--- src/rtl/store_narrow_unit.sv ---
// store_narrow_unit
//
// Turns SB/SH/SW stores into 32-bit word writes on a word-addressed data memory.
// Word stores are written straight through. Byte and halfword stores read the
// target word, splice the new lane in, and write the merged word back.
// Misaligned requests and the illegal size code finish at once with err_o set
// and never touch memory.
//
// Ports:
//   clk_i        clock; all state changes on the rising edge
//   rst_i        synchronous reset, active low
//   req_i        store request, only looked at while idle
//   size_i       00 byte, 01 halfword, 10 word, 11 illegal
//   addr_i       byte address of the store
//   data_i       register data (byte in [7:0], halfword in [15:0])
//   busy_o       high whenever an operation is in flight
//   done_o       one-cycle completion pulse
//   err_o        valid with done_o: misaligned access or illegal size
//   mem_addr_o   word-aligned memory address, 0 while idle
//   mem_rd_o     memory read strobe
//   mem_rdata_i  memory read data, valid the cycle after mem_rd_o
//   mem_wr_o     memory write strobe
//   mem_wdata_o  word to write, 0 outside the write cycle
module store_narrow_unit #(
  parameter int unsigned ADDR_W     = 32,
  parameter bit          BIG_ENDIAN = 1'b0
) (
  input  logic              clk_i,
  input  logic              rst_i,
  input  logic              req_i,
  input  logic [1:0]        size_i,
  input  logic [ADDR_W-1:0] addr_i,
  input  logic [31:0]       data_i,
  output logic              busy_o,
  output logic              done_o,
  output logic              err_o,
  output logic [ADDR_W-1:0] mem_addr_o,
  output logic              mem_rd_o,
  input  logic [31:0]       mem_rdata_i,
  output logic              mem_wr_o,
  output logic [31:0]       mem_wdata_o
);

  localparam logic [1:0] SizeByte = 2'b00;
  localparam logic [1:0] SizeHalf = 2'b01;
  localparam logic [1:0] SizeWord = 2'b10;

  typedef enum logic [2:0] {
    StIdle,
    StRead,
    StMerge,
    StWrite,
    StDone
  } state_e;

  state_e            state_q, state_d;
  logic [1:0]        size_q, size_d;
  logic [ADDR_W-1:0] addr_q, addr_d;
  logic [31:0]       data_q, data_d;
  logic [31:0]       word_q, word_d;
  logic              err_q, err_d;

  // Classification of an incoming request, evaluated on the live inputs in idle.
  logic req_needs_rmw;
  logic req_is_err;

  always_comb begin
    req_needs_rmw = 1'b0;
    req_is_err    = 1'b0;
    unique case (size_i)
      SizeByte: req_needs_rmw = 1'b1;
      SizeHalf: begin
        if (addr_i[0]) req_is_err    = 1'b1;
        else           req_needs_rmw = 1'b1;
      end
      SizeWord: req_is_err = (addr_i[1:0] != 2'b00);
      default:  req_is_err = 1'b1;
    endcase
  end

  // Lane selection; big-endian mode simply mirrors the lane index.
  logic [1:0] byte_lane;
  logic       half_lane;

  assign byte_lane = addr_q[1:0] ^ {2{BIG_ENDIAN}};
  assign half_lane = addr_q[1] ^ BIG_ENDIAN;

  // Read word with the addressed lane replaced; every other lane passes through.
  logic [31:0] merged;

  always_comb begin
    merged = mem_rdata_i;
    if (size_q == SizeByte) begin
      unique case (byte_lane)
        2'd0: merged[7:0]   = data_q[7:0];
        2'd1: merged[15:8]  = data_q[7:0];
        2'd2: merged[23:16] = data_q[7:0];
        default: merged[31:24] = data_q[7:0];
      endcase
    end else if (half_lane) begin
      merged[31:16] = data_q[15:0];
    end else begin
      merged[15:0] = data_q[15:0];
    end
  end

  // Next-state logic
  always_comb begin
    state_d = state_q;
    size_d  = size_q;
    addr_d  = addr_q;
    data_d  = data_q;
    word_d  = word_q;
    err_d   = err_q;

    unique case (state_q)
      StIdle: begin
        if (req_i) begin
          size_d = size_i;
          addr_d = addr_i;
          data_d = data_i;
          if (req_is_err) begin
            err_d   = 1'b1;
            state_d = StDone;
          end else if (req_needs_rmw) begin
            state_d = StRead;
          end else begin
            state_d = StWrite;
          end
        end
      end
      StRead: state_d = StMerge;
      StMerge: begin
        word_d  = merged;
        state_d = StWrite;
      end
      StWrite: state_d = StDone;
      StDone: begin
        err_d   = 1'b0;
        state_d = StIdle;
      end
      default: state_d = StIdle;
    endcase
  end

  // State register; the reset also kills any half-finished read-modify-write.
  always_ff @(posedge clk_i) begin
    if (!rst_i) begin
      state_q <= StIdle;
      size_q  <= 2'b00;
      addr_q  <= '0;
      data_q  <= 32'h0;
      word_q  <= 32'h0;
      err_q   <= 1'b0;
    end else begin
      state_q <= state_d;
      size_q  <= size_d;
      addr_q  <= addr_d;
      data_q  <= data_d;
      word_q  <= word_d;
      err_q   <= err_d;
    end
  end

  // Moore outputs
  always_comb begin
    busy_o      = 1'b0;
    done_o      = 1'b0;
    err_o       = 1'b0;
    mem_addr_o  = '0;
    mem_rd_o    = 1'b0;
    mem_wr_o    = 1'b0;
    mem_wdata_o = 32'h0;

    if (state_q != StIdle) begin
      busy_o     = 1'b1;
      mem_addr_o = {addr_q[ADDR_W-1:2], 2'b00};
    end

    unique case (state_q)
      StRead: mem_rd_o = 1'b1;
      StWrite: begin
        mem_wr_o    = 1'b1;
        mem_wdata_o = (size_q == SizeWord) ? data_q : word_q;
      end
      StDone: begin
        done_o = 1'b1;
        err_o  = err_q;
      end
      default: ;
    endcase
  end

endmodule

--- config.mk ---
export PLATFORM = sky130hd
export DESIGN_NAME = store_narrow_unit
export DESIGN_NICKNAME = d
export VERILOG_FILES = /design/src/rtl/store_narrow_unit.sv
export SDC_FILE = /design/constraint.sdc
export NUM_CORES = 1
export LEC_CHECK = 0
export CAP_MARGIN = 0
export CORE_ASPECT_RATIO = 1.25
export CORE_UTILIZATION = 57
export DETAILED_ROUTE_END_ITERATION = 10
export DONT_BUFFER_PORTS = 1
export HOLD_SLACK_MARGIN = 0.06
export PLACE_DENSITY = 0.75
export SLEW_MARGIN = 20
export SYNTH_ARGS = -nofsm -noshare
export SYNTH_HDL_FRONTEND = slang
export SYNTH_SLANG_ARGS = --single-unit
--- constraint.sdc ---
create_clock -name clk_i -period 1.5 [get_ports clk_i]
set_input_delay 0.225 -clock clk_i [delete_from_list [all_inputs] [get_ports clk_i]]
set_output_delay 0.225 -clock clk_i [all_outputs]
set_load 0.02 [all_outputs]
==> run_results.csv, run 1 <==
group,metric,value,unit
yosys,yosysWarningCount,0,
outcome,firstError,"[ERROR DPL-0038] Utilization greater than 100%, impossible to legalize",
cts,cts_buffer_depth,2,
place,pre_cts_ws,-188,ps
yosys,synth_compound_area_share,25.6,%
yosys,synth-seq-cells,102,
floorplanning,start_util,59.4,%
yosys,synth_top_area_share,39.1,%
place,dp_hpwl,10.1,mm
yosys,synthCells,691,
cts,cts_inserted_buffers,9,
sta,worst_endpoint,"mem_wdata_o[2]",
yosys,yosysTopAreaCell,"dfxtp_1",
cts,cts-root-buf,"clkbuf_8",
yosys,synth_ff_type,"dfxtp_1",
yosys,synth-async-reset-ratio,0,%
floorplanning,num_rows,38,
yosys,synth_adder_area_share,0,%
sta,worst_endpoint_kind,"output port",
yosys,synthMuxAreaShare,0,%
floorplanning,chipHeight,109,um
yosys,seq_area_frac_synth,39.1,%
outcome,lastStage,"5_1_grt",
place,place_inst,824,
outcome,outcome,"did not finish",
floorplanning,num_io_pins,170,
place,numPortBuffers,0,
yosys,synthXorXnorAreaFrac,0,%
yosys,synthDistinctLibCells,37,
global_routing,grt_max_degree,105,
yosys,synth_area,5220,um2
yosys,synth.avg_cell_area,7.56,um2
floorplanning,die_w,87.6,um
cts,cts_num_sinks,102,
yosys,synth.area.top_cells,"dfxtp_1 39%, nand2_1 14%, a21boi_0 8.5%",
cts,cts_max_level,3,
yosys,synth-simple-area-share,29.2,%
place,gp_congestion,0.859,
yosys,synth_edf_count,0,
yosys,synth_top_family_by_area,"simple AND/OR/NAND/NOR gates",
cells in the mapped netlist, types with 2 or more instances:
| master | number |
|---|---|
| nor3b_1 | 2 |
| or3b_2 | 3 |
| buf_1 | 4 |
| nor4_1 | 9 |
| and3_1 | 8 |
| and3b_1 | 8 |
| nor2_1 | 17 |
| inv_1 | 3 |
| a211oi_1 | 56 |
| o31ai_1 | 17 |
| a21boi_1 | 7 |
| dfxtp_1 | 102 |
| nand3_1 | 17 |
| nor3b_2 | 2 |
| clkbuf_1 | 47 |
| nand2b_1 | 4 |
| nand2_1 | 201 |
| buf_6 | 4 |
| a21boi_0 | 59 |
| buf_2 | 10 |
| buf_4 | 2 |
| a21oi_1 | 33 |
| o21ai_0 | 16 |
| nor2b_1 | 47 |
stage by stage:
step	hold WS (ps)	cell area [um2]
after floorplan	360	5390
after global placement	356	5850
after detailed placement	365	5850
after CTS	-19.2	7830
logic make-up after synthesis:
family / Yosys count
buffers and inverters: 70
AO/OA/AOI/OAI: 193
flip-flops: 102
AND/OR/NAND/NOR: 325
other: 1
timing repair:
action / CTS
setup endpoints to repair: 113
gates cloned: 18
resized for setup: 169
pin swaps: 44
hold buffers: 64
endpoints found under the hold margin: 101
setup buffers: 23
==> inputs of run 2 (changes only) <==
- CORE_ASPECT_RATIO: 1.25 -> not set
- CORE_UTILIZATION: 57 -> 40
- HOLD_SLACK_MARGIN: 0.06 -> not set
- PLACE_DENSITY: 0.75 -> not set
- PLACE_DENSITY_LB_ADDON: not set -> 0.15
- clock period: 1.5 -> 2 ns (I/O delays scaled with it)
==> run 2 against run 1 <==
  * The flow now finishes without violations
  * Area after synthesis is the same
  * Synthesized cell count did not move
==> run_results.csv, run 2 <==
group,metric,value,unit
cts,cts_num_sinks,102,
layout,n_fill_cell,1319,
layout,post-route-util,47.3,%
yosys,synthTopCellsByCount,"201 x nand2_1, 102 x dfxtp_1, 59 x a21boi_0",
cts,cts-root-buf,"clkbuf_16",
place,placed_area,5620,um2
sta,hold_viol,0,
sta,slew_violations,0,
routing,vias_per_cell,5.44,
global_routing,grt_use_met3,7.11,%
setup_path,cp_cell_sequence,"nand2b_1, buf_6, nand2_1, a21oi_1, buf_4",
cts,clk_pin_slew,70,ps
setup_path,worstPathMaxFanout,16,
setup_path,critical_path.reg2reg.endpoint,"word_q[16]",
global_routing,antenna_found_initial,0,
setup_path,crit_end,"mem_wdata_o[31]",
layout,largestRegisters,"addr_q (32), data_q (32), word_q (32)",
sta,max_freq,0.520,GHz
setup_path,critPathMaxStageDelay,390,ps
layout,final_cell_mix,"201 x nand2_1, 97 x dfxtp_1, 59 x a21boi_0, 56 x a211oi_1, 45 x buf_4",
sta,finalCritPeriodShare,96.2,%
cts,cts_hold_buf,0,
setup_path,critPathArrivalTime,1620,ps
floorplanning,chipHeight,116,um
yosys,synth_area,5220,um2
setup_path,r2r_start,"size_q[1]",
place,gp_congestion,0.878,
routing,firstDrtPassIters,5,
routing,wl_per_cell,17.3,um
layout,syn_to_final_growth,14.7,%
sta,skew,13.3,ps
global_routing,grt.busiest_layer,"met2",
global_routing,grt.met1_usage,29.1,%
yosys,seq_area_frac_synth,39.1,%
floorplanning,start_util,41.2,%
sta,maxSlewHeadroom,53.7,%
setup_path,crit_path_start,"size_q[0]",
place,numPortBuffers,0,
yosys,synth.avg_cell_area,7.56,um2
yosys,synth-seq-cells,102,
global_routing,grt_max_degree,105,
setup_path,critPathLaunchType,"flip-flop",
setup_path,worst_path_max_delay_cell,"dfxtp_4",
setup_path,critical_path_class,"reg2out",
setup_path,worst-path-stages,5,
floorplanning,core-area,12700,um2
floorplanning,num_rows,41,
cts,cts_max_level,3,
floorplanning,die-area,13500,um2
routing,ant_nets,0,
min_path,hp-start,"addr_i[1]",
cts,cts_inserted_buffers,9,
min_path,hold_path.class,"in2reg",
layout,nets,792,
yosys,synthCells,691,
layout,seq_area,2050,um2
yosys,yosysTopAreaCell,"dfxtp_1",
sta,period_minus_slack,1920,ps
yosys,yosysWarningCount,0,
run,max_cap_viol_count,0,
cts,cts_tree,"yes",
cts,cts_buffer_depth,2,
cts,postCtsSetupBuffers,0,
yosys,synthDistinctLibCells,37,
pwr,leakagePower,0.00216,uW
layout,layout_commonest_cell,"nand2_1",
layout,multi_input_area,2900,um2
setup_path,critPathCaptureType,"output pin",
setup_path,cp_num_buf_inv,2,
setup_path,r2r_cells,3,
cts,clkLatencyLatePin,360,ps
routing,drc,0,
floorplanning,die_w,116,um
yosys,synth-async-reset-ratio,0,%
setup_path,r2r_slack,320,ps
global_routing,grt_pass1_wl,23.2,mm
floorplanning,num_io_pins,170,
setup_path,critPathTopFamily,"flip-flops",
global_routing,grt_pass1_vias,4482,
sta,setup_viol,0,
setup_path,worstPathRequired,1700,ps
sta,worst_pin_slew,694,ps
global_routing,grt_overflow,0,
outcome,outcome,"completed",
yosys,synth.most_common_cell,"nand2_1",
global_routing,met2_usage,35.6,%
yosys,synth_edf_count,0,
place,dp_hpwl,10.4,mm
yosys,synth_ff_type,"dfxtp_1",
yosys,synth_top_area_share,39.1,%
pwr,peakVddDrop,0.674,mV
yosys,synth.area.top_cells,"dfxtp_1 39%, nand2_1 14%, a21boi_0 8.5%",
routing,drtIter0Drc,268,
pwr,p_per_area,874,nW/um2
layout,finish.instance_area,5990,um2
global_routing,grtUsageTotal,22.6,%
routing,routed_wl,15.0,mm
routing,vias,4726,
layout,antenna_cells,0,
layout,drive_gt1_share,13.1,%
## run 2: cell counts after synthesis
No cell type changed its count.
## run 2: where the power goes
| part | internal [uW] | switching (uW) |
|---|---|---|
| Clock | 1130 | 777 |
| Sequential | 2220 | 161 |
| Combinational | 354 | 598 |
## run 2: layout make-up
class,instances,share of cell area (%)
Multi-Input combinational cell,520,48.4
Sequential cell,102,34.2
Timing Repair Buffer,55,8.15
Clock buffer,10,3.99
Tap cell,172,3.59
Clock inverter,6,1.42
Inverter,3,0.188
## run 2: repair_timing
item | in CTS | in global routing
resized for setup | 3 | 11
pin swaps | 0 | 0
endpoints found under the setup margin | 3 | 57
cloned | 0 | 1
## run 2: how the worst min path moves through the flow
stage	endpoint	slack, ps	depth (start not counted)
floorplan	data_q[2]	430	2
global placement	state_q[0]	440	1
detailed placement	state_q[0]	440	1
CTS	addr_q[1]	70	2
global route	size_q[0]	60	2
finish	addr_q[1]	80	2
## run 2: worst reg2reg max path, cell delays in order (launching register included)
cell      delay, ps
dfxtp_2         350
or3b_2          600
and2_0          360
a211oi_1        280
## run 2: cells by family after synthesis
family	share of synthesized area (%)
other	0.0718
DFF	39.1
and+or+nand+nor	29.2
buffers and inverters	5.99
AOI/OAI and AO/OA	25.6
## run 2: layer usage
| metal | vias to the layer above | wire [um] |
|---|---|---|
| li1 | 2356 | - |
| met1 | 2168 | 6680 |
| met2 | 179 | 6840 |
| met3 | 23 | 1190 |
| met4 | 0 | 327 |
| met5 | - | 0 |
## run 2: stage by stage
stage               total power (uW)  setup TNS (ps)  hold WS, ps  cells  setup slack [ps]
finish                          5240               0         78.0    868              76.6
global route                    5520          -0.187         62.1    868            -0.187
CTS                             5280               0         71.3    867              5.29
detailed placement              3370               0          443    851               312
global placement                3340               0          436    851               340
floorplan                       3120               0          435    692               303
Note: power is estimated with default switching activity, not from simulation.
